[src/rtl/recir_pkg.sv]
// recir_pkg: shared definitions for the lane recirculation controller.
//   NLANES_DEF / THR_W_DEF : default lane count and threshold width
//   state_t                : FSM state encoding (also visible on recir_ctrl.state)
package recir_pkg;

    localparam int unsigned NLANES_DEF = 4;
    localparam int unsigned THR_W_DEF  = 4;

    typedef enum logic [2:0] {
        ST_RESET  = 3'd0,
        ST_INIT   = 3'd1,
        ST_IDLE   = 3'd2,
        ST_ACTIVE = 3'd3,
        ST_ERROR  = 3'd4
    } state_t;

endpackage

[src/rtl/rr_arbiter.sv]
// rr_arbiter: round-robin lane picker.
//   req      in   NLANES  request vector (lane non-empty)
//   ptr      in   PTR_W   lane with highest priority this cycle
//   grant    out  NLANES  one-hot grant, zero when no request (combinational)
//   next_ptr out  PTR_W   lane after the granted one, wrapping; ptr when no grant
//   any      out  1       a grant was produced
module rr_arbiter #(
    parameter  int unsigned NLANES = 4,
    localparam int unsigned PTR_W  = (NLANES > 1) ? $clog2(NLANES) : 1
) (
    input  logic [NLANES-1:0] req,
    input  logic [PTR_W-1:0]  ptr,
    output logic [NLANES-1:0] grant,
    output logic [PTR_W-1:0]  next_ptr,
    output logic              any
);

    logic [PTR_W-1:0] idx;

    // Scan lanes starting at ptr; first requester wins.
    always_comb begin
        grant    = '0;
        next_ptr = ptr;
        any      = 1'b0;
        idx      = '0;
        for (int unsigned i = 0; i < NLANES; i++) begin
            idx = PTR_W'((32'(ptr) + i) % NLANES);
            if (!any && req[idx]) begin
                grant[idx] = 1'b1;
                next_ptr   = PTR_W'((32'(idx) + 32'd1) % NLANES);
                any        = 1'b1;
            end
        end
    end

endmodule

[src/rtl/recir_ctrl.sv]
// recir_ctrl: sequencing FSM for the lane recirculation datapath (clk4f domain).
//   Pops the lane FIFOs round-robin and drives the recirculation select.
//   clk4f, reset (sync, active-high), init (pulse: re-enter INIT)
//   umbral_hi/lo          thresholds, latched every cycle spent in INIT
//   fifo_empty/almost_full/error  per-lane FIFO status
//   pop        one-hot pop request (registered)
//   valido     pop delayed one cycle, aligned with FIFO read data
//   pause      registered |fifo_almost_full, 0 in RESET/INIT, 1 in ERROR
//   umbral_hi_q/lo_q, state, idle_out, error_out  registered status
//   Optional macro RECIR_CTRL_STATS_EN adds pop_cnt[NLANES] and idle_cnt
//   saturating counters, cleared on reset and on INIT entry.
module recir_ctrl
    import recir_pkg::*;
#(
    parameter int unsigned NLANES = recir_pkg::NLANES_DEF,
    parameter int unsigned THR_W  = recir_pkg::THR_W_DEF
) (
    input  logic              clk4f,
    input  logic              reset,
    input  logic              init,
    input  logic [THR_W-1:0]  umbral_hi,
    input  logic [THR_W-1:0]  umbral_lo,
    input  logic [NLANES-1:0] fifo_empty,
    input  logic [NLANES-1:0] fifo_almost_full,
    input  logic [NLANES-1:0] fifo_error,
    output logic [NLANES-1:0] pop,
    output logic              valido,
    output logic              pause,
    output logic [THR_W-1:0]  umbral_hi_q,
    output logic [THR_W-1:0]  umbral_lo_q,
    output logic [2:0]        state,
    output logic              idle_out,
    output logic              error_out
`ifdef RECIR_CTRL_STATS_EN
    ,
    output logic [15:0]       pop_cnt [NLANES],
    output logic [15:0]       idle_cnt
`endif
);

    localparam int unsigned PTR_W = (NLANES > 1) ? $clog2(NLANES) : 1;

    state_t            cur;
    logic [PTR_W-1:0]  ptr;
    logic [NLANES-1:0] grant;
    logic [PTR_W-1:0]  next_ptr;
    logic              gnt_any;

    assign state = 3'(cur);

    rr_arbiter #(.NLANES(NLANES)) u_arb (
        .req      (~fifo_empty),
        .ptr      (ptr),
        .grant    (grant),
        .next_ptr (next_ptr),
        .any      (gnt_any)
    );

    // FSM with registered outputs; each branch sets outputs for the state it enters.
    always_ff @(posedge clk4f) begin
        if (reset) begin
            cur         <= ST_RESET;
            pop         <= '0;
            valido      <= 1'b0;
            pause       <= 1'b0;
            umbral_hi_q <= '0;
            umbral_lo_q <= '0;
            ptr         <= '0;
            idle_out    <= 1'b0;
            error_out   <= 1'b0;
        end else begin
            pop       <= '0;
            valido    <= |pop;
            pause     <= |fifo_almost_full;
            idle_out  <= 1'b0;
            error_out <= 1'b0;
            if (cur == ST_INIT) begin
                umbral_hi_q <= umbral_hi;
                umbral_lo_q <= umbral_lo;
            end
            if (cur != ST_RESET && (|fifo_error || cur == ST_ERROR)) begin
                // Error is sticky and overrides every other transition.
                cur       <= ST_ERROR;
                valido    <= 1'b0;
                pause     <= 1'b1;
                error_out <= 1'b1;
            end else begin
                case (cur)
                    ST_RESET: begin
                        cur   <= ST_INIT;
                        pause <= 1'b0;
                    end
                    ST_INIT: begin
                        if (init) begin
                            pause <= 1'b0;
                        end else begin
                            cur      <= ST_IDLE;
                            idle_out <= 1'b1;
                        end
                    end
                    ST_IDLE, ST_ACTIVE: begin
                        if (init) begin
                            // Any pop already issued still yields valido next cycle.
                            cur   <= ST_INIT;
                            pause <= 1'b0;
                        end else if (gnt_any) begin
                            cur <= ST_ACTIVE;
                            pop <= grant;
                            ptr <= next_ptr;
                        end else begin
                            cur      <= ST_IDLE;
                            idle_out <= 1'b1;
                        end
                    end
                    default: begin
                        cur   <= ST_RESET;
                        pause <= 1'b0;
                    end
                endcase
            end
        end
    end

`ifdef RECIR_CTRL_STATS_EN
    logic serving;
    logic init_entry;
    logic issue;

    assign serving    = (cur == ST_IDLE) || (cur == ST_ACTIVE);
    assign init_entry = (cur == ST_RESET) || (serving && init && !(|fifo_error));
    assign issue      = serving && !init && !(|fifo_error) && gnt_any;

    // Saturating per-lane pop counters and IDLE cycle counter.
    always_ff @(posedge clk4f) begin
        if (reset || init_entry) begin
            for (int unsigned i = 0; i < NLANES; i++) begin
                pop_cnt[i] <= '0;
            end
            idle_cnt <= '0;
        end else begin
            for (int unsigned i = 0; i < NLANES; i++) begin
                if (issue && grant[i] && pop_cnt[i] != 16'hFFFF) begin
                    pop_cnt[i] <= pop_cnt[i] + 16'd1;
                end
            end
            if (cur == ST_IDLE && idle_cnt != 16'hFFFF) begin
                idle_cnt <= idle_cnt + 16'd1;
            end
        end
    end
`endif

endmodule

[config.mk]
export PLATFORM = sky130hd
export DESIGN_NAME = recir_ctrl
export DESIGN_NICKNAME = d
export VERILOG_FILES = /design/src/rtl/recir_pkg.sv /design/src/rtl/rr_arbiter.sv /design/src/rtl/recir_ctrl.sv
export SDC_FILE = /design/constraint.sdc
export NUM_CORES = 1
export LEC_CHECK = 0
export ABC_AREA = 1
export CAP_MARGIN = 20
export CORE_MARGIN = 2
export CORE_UTILIZATION = 50
export DETAILED_ROUTE_END_ITERATION = 12
export DONT_BUFFER_PORTS = 1
export GPL_ROUTABILITY_DRIVEN = 0
export PLACE_DENSITY = 0.74
export SLEW_MARGIN = 20
export SYNTH_ARGS = -nofsm -noshare
export SYNTH_HDL_FRONTEND = slang
export SYNTH_SLANG_ARGS = --single-unit
export TNS_END_PERCENT = 20
[constraint.sdc]
create_clock -name clk4f -period 5.45 [get_ports clk4f]
set_input_delay 0.8175 -clock clk4f [delete_from_list [all_inputs] [get_ports clk4f]]
set_output_delay 0.8175 -clock clk4f [all_outputs]
set_load 0.02 [all_outputs]
* Yosys cells after proc, flatten, opt, wreduce, memory -nomap -nowiden
Cells that the tools add are included.
** Storage, ports and cells
- Register bits after elaboration :: 21
- Bits of input ports :: 23
- Output and inout port bits :: 19
- Word-level logic and storage cells :: 102
** Operators by class
- $add $sub $neg :: 6
- Magnitude comparators :: 8
- Eq/ne operators :: 6
- Muxes and demuxes :: 41
- Bitwise gates (word level) :: 8
- Reduce and logical (&&, ||, !) cells :: 23
** Operator list (count)
- $mux W1 :: 20
- $mux W4 :: 4
- $lt A2 B3 Y1 const B :: 4
- $or A4 B4 Y4 :: 3
- $reduce_or A4 Y1 :: 3
- $mux W2 :: 5
- $pmux W3 S3 :: 1
- $add A2 B1 Y2 const B :: 4
- $bmux W1 S2 :: 4
- $demux W1 S2 :: 4
- $ge A2 B1 Y1 const B :: 4
- $logic_and A1 B1 Y1 :: 8
- $eq A3 B2 Y1 const B :: 2
- $mux W3 :: 2
- $reduce_and A5 Y1 :: 1
- $reduce_or A5 Y1 :: 1
- $add A2 B2 Y2 const B :: 2
- $not A1 Y1 :: 4
- $not A4 Y4 :: 1
- $reduce_bool A4 Y1 :: 1
- $reduce_or A2 Y1 :: 2
- $eq A3 B1 Y1 const B :: 1
- $eq A3 B3 Y1 const B :: 1
- $logic_not A1 Y1 :: 3
- 7 further kinds :: 7

* Longest topological paths before layout
Gate-level depths: netlist of the first run.
- Depth after elaboration :: 17
- Gate-level depth with buffers :: 12
- Mapped depth without buffers :: 12

* Modules after synthesis
A second synthesis of the first run with hierarchy kept.
** Unflattened totals
- Cells, all modules :: 184
- Area total of the unflattened synthesis :: 1302.5 um2
** Modules (own cells, without submodules)
- recir_ctrl :: times used 1, cells an instance 108, area an instance 825.8 um2, seq. area each 420.4 um2
- rr_arbiter :: times used 1, cells an instance 76, area an instance 476.7 um2, seq. area each 0.0 um2

* Worst setup path before layout of the first run
Ideal clock, no wire load.
- Kind :: register to register
- From :: reg ptr[1]
- To :: reg ptr[1]
- Library setup time :: 115 ps
- Arrival :: 1662 ps
- Data required time :: 5335 ps
- Setup slack :: 3674 ps
- Stages on the path, launching flop included :: 12
- Path buffers :: 0
- Period minus slack after synthesis :: 1776 ps
- Cells stage by stage :: dfxtp_1 > inv_2 > ha_1 > inv_1 > nand3_2 > nand2_4 > nor2_4 > nand3_2 > nand2_2 > inv_2 > o21ai_1 > nor2_1
** Between the ends
- Longest elaborated chain between the ends :: 13
- Elaborated cells between the ends (all ways) :: 30
- Classes of those cells :: add/sub (6); mux (16); reduce/logical (8)
** Ends and longest elaborated chain
- start, declared :: line recir_ctrl.sv:44 : logic [PTR_W-1:0] ptr;
- start signal, assigned :: line recir_ctrl.sv:109 : ptr <= next_ptr;
- branches (longest 13 deep; another with $add A2 B1 Y2)
Parallel ways; which one is timed is not known. The select of a mux whose other input is x is not followed.
A chain may end at the register's enable or synchronous reset.

* Final worst setup path of the first run
- From :: reg ptr[0]
- To :: reg ptr[1]
The elaborated chain is that of the path after synthesis.

==> flow_summary.json, run 1 <==
{
  "drv_cap": 0,
  "cts_resized": 0,
  "p_leak_nw": 0.519,
  "avgViaCountPerCell": 5.68,
  "ys_seq_area_share_pct": 37.1,
  "clockRootBuffer": "clkbuf_4",
  "die_h_um": 51.6,
  "fmax_mhz": 499,
  "synth-edff-count": 0,
  "start_kind": "register",
  "fin_tns_setup_ns": 0,
  "wl_um": 2410,
  "cts_hold_buf": 0,
  "path_clk_slew_ns": 0.11,
  "cts.htree.levels": 1,
  "required_ns": 5.65,
  "worst_slack_ns": 3.45,
  "netlist_instances": 158,
  "power_density_nw_per_um2": 363,
  "rsz0062_at_grt": "false",
  "irDropWorstVdd_mv": 0.221,
  "synth_nets": 185,
  "vias": 1074,
  "setup_viol": 0,
  "fin_skew_ns": 0.00717,
  "r2r_start": "ptr[0]",
  "ys_ff_latch": 21,
  "port_buffers": 0,
  "finalCritPeriodShare_pct": 36.8,
  "hold_end": "state[2]",
  "yosysTopAreaCellShare_pct": 37.1,
  "clock_latency_ns": 0.29,
  "nets": 189,
  "synth_cell_types": 25,
  "reg2reg_to": "ptr[1]",
  "drive_above_1_share_pct": 15.5,
  "slew_headroom_pct": 75.6,
  "yosysMostFrequentCell": "nor2_1",
  "grt_pass1_wl_um": 3680,
  "period_needed_ns": 2.00,
  "grt_use_met1_pct": 22.1,
  "reg2reg_setup_slack_ns": 3.45,
  "status": "completed",
  "crit_arrival_ns": 2.20,
  "hp-class": "in -> reg",
  "ys_top_cells_by_area": "dfxtp_1, nor2_1, nand2_1",
  "seqCellArea_um2": 420,
  "maxSlewViolCount": 0,
  "busiest_layer": "met2",
  "io_pins": 42,
  "drtAntennaViolNets": 0,
  "postCtsSetupRepairBufs": 0,
  "drc_errors": 0,
  "syn_area_um2": 1130,
  "synth_top_area_cell": "dfxtp_1",
  "crit_fanout": 9,
  "hold_depth": 1,
  "dpl_worst_slack_ns": 3.47,
  "cts_buffers": 3,
  "min_from": "reset",
  "dp_hpwl_um": 1900,
  "antenna_cells": 0,
  "antenna_found_initial": 0,
  "tightest_slew_ns": 0.363,
  "dr.pass1.iters": 4,
  "yosysWarningCount": 0,
  "synth_ff_type": "dfxtp_1",
  "cts.path.max_buffers": 2,
  "wl_per_cell_um": 12.8,
  "synthToLayoutAreaGrowth_pct": 5.52,
  "cts_tree": "done",
  "fillerInstances": 213,
  "grt_max_degree": 14,
  "die_w_um": 51.6,
  "gr-total-overflow": 0,
  "cts.sinks": 21,
  "critical_path_class": "reg -> reg",
  "use_met3_pct": 2.87,
  "grtUsageMet2_pct": 31.0,
  "grt_usage_pct": 18.2,
  "worst_setup_path_end_kind": "register",
  "start_util_pct": 52.2,
  "core_um2": 2170,
  "synth_commonest_cells": "nor2_1, dfxtp_1, nand2_1",
  "reg2reg_depth": 11,
  "multi_input_area_um2": 631,
  "finalHoldViolCount": 0,
  "first_iter_violations": 37,
  "num_rows": 17,
  "die-area_um2": 2660,
  "first_global_vias": 886,
  "synth.avg_cell_area_um2": 7.17,
  "async_flop_share_pct": 0
}
==> area by class of cell <==
type	instances	share of cell area [%]
clock inverters	1	0.418
repair buffers	1	0.628
inverters	20	6.28
multi-input cells	115	52.7
flip-flops and latches	21	35.1
well taps	28	2.93
clock buffers	3	1.88
==> layer usage <==
layer / vias to the layer above / share of wire (%)
li1: 526 / -
met1: 479 / 43
met2: 61 / 49
met3: 8 / 7.0
met4: 0 / 1.8
met5: - / 0
==> sequential cells by signal, summed over array words and instances (netlist names) <==
signal	count
valido	1
ptr	2
error_out	1
pause	1
pop	4
umbral_hi_q	4
umbral_lo_q	4
idle_out	1
state	3
==> critical path: stages, from the launching register on <==
cell	delay [ns]
dfxtp_1	0.52
inv_2	0.14
ha_1	0.40
inv_1	0.10
nand3_2	0.10
nand2_4	0.09
nor2_4	0.18
nand3_1	0.11
nand2_1	0.09
nor2_1	0.04
nor2_1	0.10
nor2_1	0.04
==> layout by cell type, fill, tap and decap left out, types with 2 or more instances in the layout <==
master and n:
nand3_1 9, ha_1 4, nand2_4 2, inv_1 16, clkbuf_4 3, inv_2 3, nand3_2 3, a31o_2 2
nand2_1 21, nor3_1 2, a21oi_1 11, o22ai_1 4, nor2_1 29, nand2_2 7, dfxtp_1 21, o21ai_0 11
nand4_1 3
==> cells by family (layout without fill, tap and decap cells) <==
logic type | after synthesis | after routing | synth area share [%]
adder cells (fa/ha/maj) | 4 | 4 | 4.42
AND/OR/NAND/NOR | 80 | 80 | 35.2
buffers and inverters | 22 | 25 | 7.28
flip-flops | 21 | 21 | 37.1
AO/OA/AOI/OAI | 31 | 31 | 16.0
==> report_power, final <==
group | switching [mW] | leakage, nW | internal, mW
logic | 0.0672 | 0.330 | 0.0394
clock network | 0.0411 | 0.0177 | 0.0273
registers | 0.0683 | 0.171 | 0.190
total | 0.177 | 0.519 | 0.257
==> worst max-delay path by stage <==
stage	cells after the start	slack, ns	start	endpoint
after floorplan	11	3.67	ptr[1]	ptr[1]
after global placement	11	3.55	ptr[0]	ptr[1]
after detailed placement	11	3.47	ptr[0]	ptr[1]
after CTS	11	3.45	ptr[0]	pop[3]
after global routing	11	3.24	ptr[0]	ptr[1]
final	11	3.45	ptr[0]	ptr[1]
==> through the flow <==
stage / power [mW] / std cells / area, µm² / utilization [%] / hold WS [ns]
CTS: 0.438 / 189 / 1200 / 55.1 / 0.574
global placement: 0.363 / 185 / 1170 / 53.9 / 0.627
detailed placement: 0.368 / 185 / 1170 / 53.9 / 0.625
global route: 0.465 / 189 / 1200 / 55.1 / 0.559
finish: 0.434 / 189 / 1200 / 55.1 / 0.585
floorplan: 0.342 / 158 / 1130 / - / 0.605
Power figures use the tool's default switching activity.
==> run 2, diff against run 1 <==
--- a/config.mk
+++ b/config.mk
@@ -12,7 +12,7 @@
 export DETAILED_ROUTE_END_ITERATION = 12
 export DONT_BUFFER_PORTS = 1
 export GPL_ROUTABILITY_DRIVEN = 0
-export PLACE_DENSITY = 0.74
+export PLACE_DENSITY = 0.77
 export SLEW_MARGIN = 20
 export SYNTH_ARGS = -nofsm -noshare
 export SYNTH_HDL_FRONTEND = slang
==> constraint.sdc (replaced) <==
create_clock -name clk4f -period 1.7 [get_ports clk4f]
set_input_delay 0.255 -clock clk4f [delete_from_list [all_inputs] [get_ports clk4f]]
set_output_delay 0.255 -clock clk4f [all_outputs]
set_load 0.02 [all_outputs]
==> run 2 against run 1 <==
Net effect: via count down 1.4%; clock power rose to 3.4 times the previous value; sequential power rose to 3.1 times the previous value.
==> flow_summary.json, run 2 (synthesized netlist as in run 1, its figures left out) <==
{
  "wl_um": 2370,
  "num_rows": 17,
  "p_int_mw": 0.845,
  "path_clk_slew_ns": 0.11,
  "die_w_um": 51.6,
  "layout_commonest_cell": "nor2_1",
  "hold_end": "error_out",
  "status": "completed",
  "cp_slowest_cell": "dfxtp_2",
  "cts_tree": "done",
  "maxSlewViolCount": 0,
  "core_um2": 2170,
  "fin_tns_setup_ns": 0,
  "die-area_um2": 2660,
  "die_h_um": 51.6,
  "tightest_slew_ns": 0.432,
  "dp.cells": 190,
  "reg2reg_setup_slack_ns": 0.09,
  "stdcell_area_um2": 1260,
  "p_sw_share_pct": 40.5,
  "io_pins": 42,
  "crit_arrival_ns": 1.81,
  "p_clk_share_pct": 16.4,
  "cts.htree.levels": 1,
  "clock_latency_ns": 0.30,
  "worst_setup_path_end_kind": "register",
  "drv_cap": 0,
  "grt_max_degree": 14,
  "start_util_pct": 52.2,
  "reg2reg_to": "ptr[1]",
  "p_sw_mw": 0.574,
  "irDropWorstVdd_mv": 0.585,
  "avgViaCountPerCell": 5.43,
  "synthToLayoutAreaGrowth_pct": 11.3,
  "stdcell_count": 195,
  "setup_viol": 0,
  "worst_slack_ns": 0.0895,
  "r2r_start": "ptr[1]",
  "dr.pass1.iters": 4,
  "cts.sinks": 21,
  "cp_common_cell": "inv_2",
  "hp-class": "in -> reg",
  "reg2reg_depth": 11,
  "clockRootBuffer": "clkbuf_4",
  "gr-total-overflow": 0,
  "antenna_cells": 0,
  "power_density_nw_per_um2": 1130,
  "first_global_vias": 904,
  "slew_headroom_pct": 71.0,
  "place_area_um2": 1210,
  "finalHoldViolCount": 0,
  "first_iter_violations": 30,
  "finalPower_mw": 1.42,
  "grt_usage_pct": 18.8,
  "drive_above_1_share_pct": 20.4,
  "rsz0062_at_grt": "true",
  "layout_common_cells": "nor2_1, nand2_1, dfxtp_1",
  "wl_per_cell_um": 12.1,
  "fin_skew_ns": 0.00335,
  "nets": 195,
  "required_ns": 1.90,
  "start_kind": "register",
  "min_from": "reset",
  "finalCritPeriodShare_pct": 94.7,
  "drtAntennaViolNets": 0,
  "postCtsSetupRepairBufs": 0,
  "top_regs": "pop (4), umbral_hi_q (4), umbral_lo_q (4)",
  "critical_path.cell_chain": "inv_2 -> ha_4 -> inv_2 -> nand3_2 -> nand2_4 -> nor2_4 -> nand3_2 -> nand2_2 -> inv_2 -> o21ai_2 -> nor2_1",
  "dp_hpwl_um": 1880,
  "drc_errors": 0,
  "max_stage_delay_ns": 0.35,
  "dpl_worst_slack_ns": -0.00594,
  "fmax_mhz": 621,
  "p_leak_nw": 0.548,
  "crit_fanout": 6,
  "p_seq_share_pct": 57.2,
  "critical_path_class": "reg -> reg",
  "vias": 1059,
  "port_buffers": 0,
  "grt_pass1_wl_um": 3750,
  "hold_depth": 1,
  "cts_buffers": 3,
  "antenna_found_initial": 0,
  "cts.path.max_buffers": 2,
  "period_needed_ns": 1.61,
  "comb_power_share_pct": 26.4
}
==> run 2: cell count changes in the layout (fill, tap and decap cells not counted), sizes merged <==
cell | before | now
clkinv | 2 | 1
dlygate4sd3 | 0 | 1
buf | 1 | 6
clkbuf | 3 | 4
==> run 2: worst max-delay path by stage <==
stage               startpoint  endpoint  slack, ns  cells past startpoint
floorplan               ptr[0]    ptr[1]       0.03                     11
global route            ptr[1]    ptr[1]      -0.01                     11
finish                  ptr[1]    ptr[1]       0.09                     11
detailed placement      ptr[0]    ptr[1]     -0.006                     11
CTS                     ptr[1]    ptr[1]       0.05                     11
global placement        ptr[1]    ptr[1]       0.08                     11
==> run 2: power groups by stage <==
stage | sequential [mW] | clock (mW) | combinational, mW
detailed placement | 0.825 | 0 | 0.373
CTS | 0.813 | 0.241 | 0.374
floorplan | 0.820 | 0 | 0.274
global route | 0.827 | 0.265 | 0.434
global placement | 0.821 | 0 | 0.358
finish | 0.811 | 0.233 | 0.375
==> run 2: layout make-up <==
cell class | count | area (µm²)
Clock buffer | 4 | 26.3
Fill cell | 233 | 908
Inverter | 20 | 75.1
Multi-Input combinational cell | 115 | 647
Sequential cell | 21 | 423
Tap cell | 28 | 35.0
Timing Repair Buffer | 7 | 55.1
==> run 2: metrics by stage <==
step	hold slack (ns)	utilization, %
after floorplan	0.327	-
after global placement	0.329	55.7
after detailed placement	0.331	55.7
after CTS	0.00262	57.5
after global routing	0.00695	58.1
final	0.0264	58.1
==> run 2: timing repair <==
| item | in CTS | in global routing |
|---|---|---|
| endpoints found under the setup margin | 1 | 5 |
| pin swaps | 0 | 5 |
| resized for setup | 1 | 2 |
| cloned | 0 | 0 |
| hold buffers | 0 | 1 |
| endpoints found under the hold margin | 0 | 1 |
==> run 2: routing by layer <==
metal	wire length [µm]	vias to the layer above	global-route usage (%)	share of wire, %
li1	-	538	-	-
met1	996	478	21.4	42
met3	122	6	4.02	5.1
met5	0	-	0	0
met2	1210	37	32.7	51
met4	44	0	10.1	1.9
==> run 2: worst max-delay path, delay by kind of cell (launching register included) <==
kind	cells	cell delay (ns)
adders and majority gates	1	0.29
and+or+nand+nor	6	0.61
DFF	1	0.35
buffers and inverters	3	0.14
AOI/OAI and AO/OA	1	0.11
==> run 3, diff against run 2 <==
--- a/config.mk
+++ b/config.mk
@@ -5,7 +5,6 @@
 export SDC_FILE = /design/constraint.sdc
 export NUM_CORES = 1
 export LEC_CHECK = 0
-export ABC_AREA = 1
 export CAP_MARGIN = 20
 export CORE_MARGIN = 2
 export CORE_UTILIZATION = 50
@@ -13,6 +12,7 @@
 export DONT_BUFFER_PORTS = 1
 export GPL_ROUTABILITY_DRIVEN = 0
 export PLACE_DENSITY = 0.77
+export RECOVER_POWER = 50
 export SLEW_MARGIN = 20
 export SYNTH_ARGS = -nofsm -noshare
 export SYNTH_HDL_FRONTEND = slang
==> run 3 against run 2 <==
Net effect: the flow now finishes with violations (negative setup slack); fmax shrank 10%; sequential power shrank 16%; combinational power shrank 5%; synthesized cell count shrank 19%; wire length grew 16%; area after synthesis grew 5.7%; global-route usage grew 3.1 points; count of clock-buffer cells in the layout is the same.
==> flow_summary.json, run 3 <==
{
  "synth_ff_type": "dfxtp_1",
  "worst_setup_path_end_kind": "register",
  "grt_max_degree": 16,
  "grt_usage_pct": 21.9,
  "first_iter_violations": 18,
  "antenna_cells": 0,
  "period_needed_ns": 1.80,
  "netlist_instances": 128,
  "worst_slack_ns": -0.0956,
  "fmax_mhz": 557,
  "cts.htree.levels": 1,
  "layout_common_cells": "buf_4, dfxtp_1, nor2_1",
  "synth_nets": 155,
  "ys_seq_area_share_pct": 35.1,
  "finalCritPeriodShare_pct": 106,
  "power_density_nw_per_um2": 857,
  "irDropWorstVdd_mv": 0.606,
  "rsz0062_at_grt": "true",
  "clockRootBuffer": "clkbuf_4",
  "status": "complete, but fails checks",
  "path_clk_slew_ns": 0.10,
  "dpl_worst_slack_ns": -0.126,
  "drc_errors": 0,
  "setup_viol": 3,
  "slew_headroom_pct": 74.8,
  "gr-total-overflow": 0,
  "start_kind": "register",
  "critical_path_class": "reg -> reg",
  "crit_arrival_ns": 2.00,
  "syn_area_um2": 1200,
  "synthToLayoutAreaGrowth_pct": 23.1,
  "dp_hpwl_um": 2190,
  "synth_commonest_cells": "dfxtp_1, nor2_1, a21oi_1, mux2i_1, o21ai_0",
  "antenna_found_initial": 0,
  "async_flop_share_pct": 0,
  "crit_fanout": 7,
  "ys_ff_latch": 21,
  "required_ns": 1.91,
  "nets": 180,
  "yosysWarningCount": 0,
  "num_rows": 17,
  "tightest_slew_ns": 0.377,
  "die_w_um": 53.0,
  "stdcell_area_um2": 1480,
  "grt_pass1_wl_um": 4560,
  "layout_commonest_cell": "buf_4",
  "drtAntennaViolNets": 0,
  "cts_tree": "done",
  "wl_per_cell_um": 15.3,
  "cp_slowest_cell": "dfxtp_4",
  "core_um2": 2230,
  "drive_above_1_share_pct": 32.2,
  "critical_path.cell_chain": "buf_4 -> mux4_1 -> buf_4 -> o21ai_0 -> o21ai_0 -> nand3_1 -> a221oi_2",
  "die-area_um2": 2800,
  "synth-edff-count": 0,
  "yosysTopAreaCellShare_pct": 35.1,
  "die_h_um": 53.0,
  "cts.path.max_buffers": 2,
  "fin_skew_ns": 0.000962,
  "fillerInstances": 193,
  "io_pins": 42,
  "drv_cap": 0,
  "start_util_pct": 53.7,
  "vias": 1066,
  "avgViaCountPerCell": 5.92,
  "holdWs_ns": 0.0203,
  "cts_buffers": 3,
  "clock_latency_ns": 0.29,
  "fin_tns_setup_ns": -0.162,
  "synth_cell_types": 38,
  "violations": "negative setup slack",
  "synth_top_area_cell": "dfxtp_1",
  "synth.avg_cell_area_um2": 9.36,
  "maxSlewViolCount": 0,
  "cts.sinks": 21,
  "finalPower_mw": 1.26,
  "yosysMostFrequentCell": "dfxtp_1",
  "port_buffers": 0,
  "place_area_um2": 1400,
  "max_stage_delay_ns": 0.39,
  "top_regs": "pop (4), umbral_hi_q (4), umbral_lo_q (4)",
  "ys_top_cells_by_area": "dfxtp_1, mux2i_1, nor2_1",
  "first_global_vias": 1040,
  "dr.pass1.iters": 4,
  "hp-class": "in -> reg",
  "p_leak_nw": 0.539,
  "wl_um": 2760,
  "finalHoldViolCount": 0
}
==> run 3: changes by cell type after synthesis, sizes merged, moves of 5 or more <==
cell,previous run,this run
mux2i,0,10
nand3,12,1
nand2,30,5
buf,0,5
inv,19,8
nor2,30,15
==> run 3: timing repair <==
action,in CTS,in global routing
pin swaps,2,0
gates resized for setup,8,3
hold endpoints to repair,0,7
hold buffers,0,1
endpoints found under the setup margin,6,6
cloned,0,0
buffers inserted,1,0
==> run 3: area by class of cell <==
type	count	area, µm²	share of cell area [%]
multi-input combinational	92	746	50.6
inverter	8	37.5	2.54
tap	28	35.0	2.37
sequential	21	425	28.8
timing repair buffer	27	205	13.9
clock buffer	4	26.3	1.78
==> run 3: report_power, final <==
part	internal, mW	leakage [nW]	total (mW)	switching, mW
Sequential	0.564	0.172	0.683	0.119
Combinational	0.176	0.351	0.357	0.181
Clock	0.0912	0.0150	0.225	0.134
==> run 3: layer usage <==
| layer | global-route usage, % | part of all wire, % |
|---|---|---|
| met5 | 0 | 0 |
| met4 | 12.4 | 3.5 |
| met1 | 24.7 | 40 |
| met3 | 3.95 | 6.5 |
| met2 | 38.5 | 50 |
==> run 3: worst paths after layout <==
kind                               start        endpoint  slack [ns]  depth (start not counted)
worst min register to register  state[0]        state[1]        0.61                          2
worst max register to register    ptr[0]          ptr[1]        -0.1                          7
worst min-delay path               reset  umbral_lo_q[0]        0.02                          1
worst max-delay path              ptr[0]          ptr[1]        -0.1                          7
==> run 3: logic make-up (layout without fill, tap and decap cells) <==
kind of cell,count (synthesis),count (layout),share of synthesized area [%]
simple gates,41,41,18.9
flops,21,21,35.1
xor+xnor,1,1,0.731
buf+inv,15,39,6.26
fa+ha+maj,4,4,4.18
compound gates,32,32,18.4
mux,14,14,16.5
==> run 3: per-stage QoR <==
step / instances / utilization [%]
2_1_floorplan: 128 / -
3_3_place_gp: 174 / 62.9
3_5_place_dp: 174 / 62.9
4_1_cts: 179 / 65.0
5_1_grt: 180 / 66.1
6_report: 180 / 66.1
==> run 3: critical path: cells and delay by family (launching register included) <==
family / cells / cell delay [ns]
buffers and inverters: 2 / 0.35
flip-flops: 1 / 0.39
multiplexers: 1 / 0.35
AO/OA/AOI/OAI: 3 / 0.49
AND/OR/NAND/NOR: 1 / 0.13
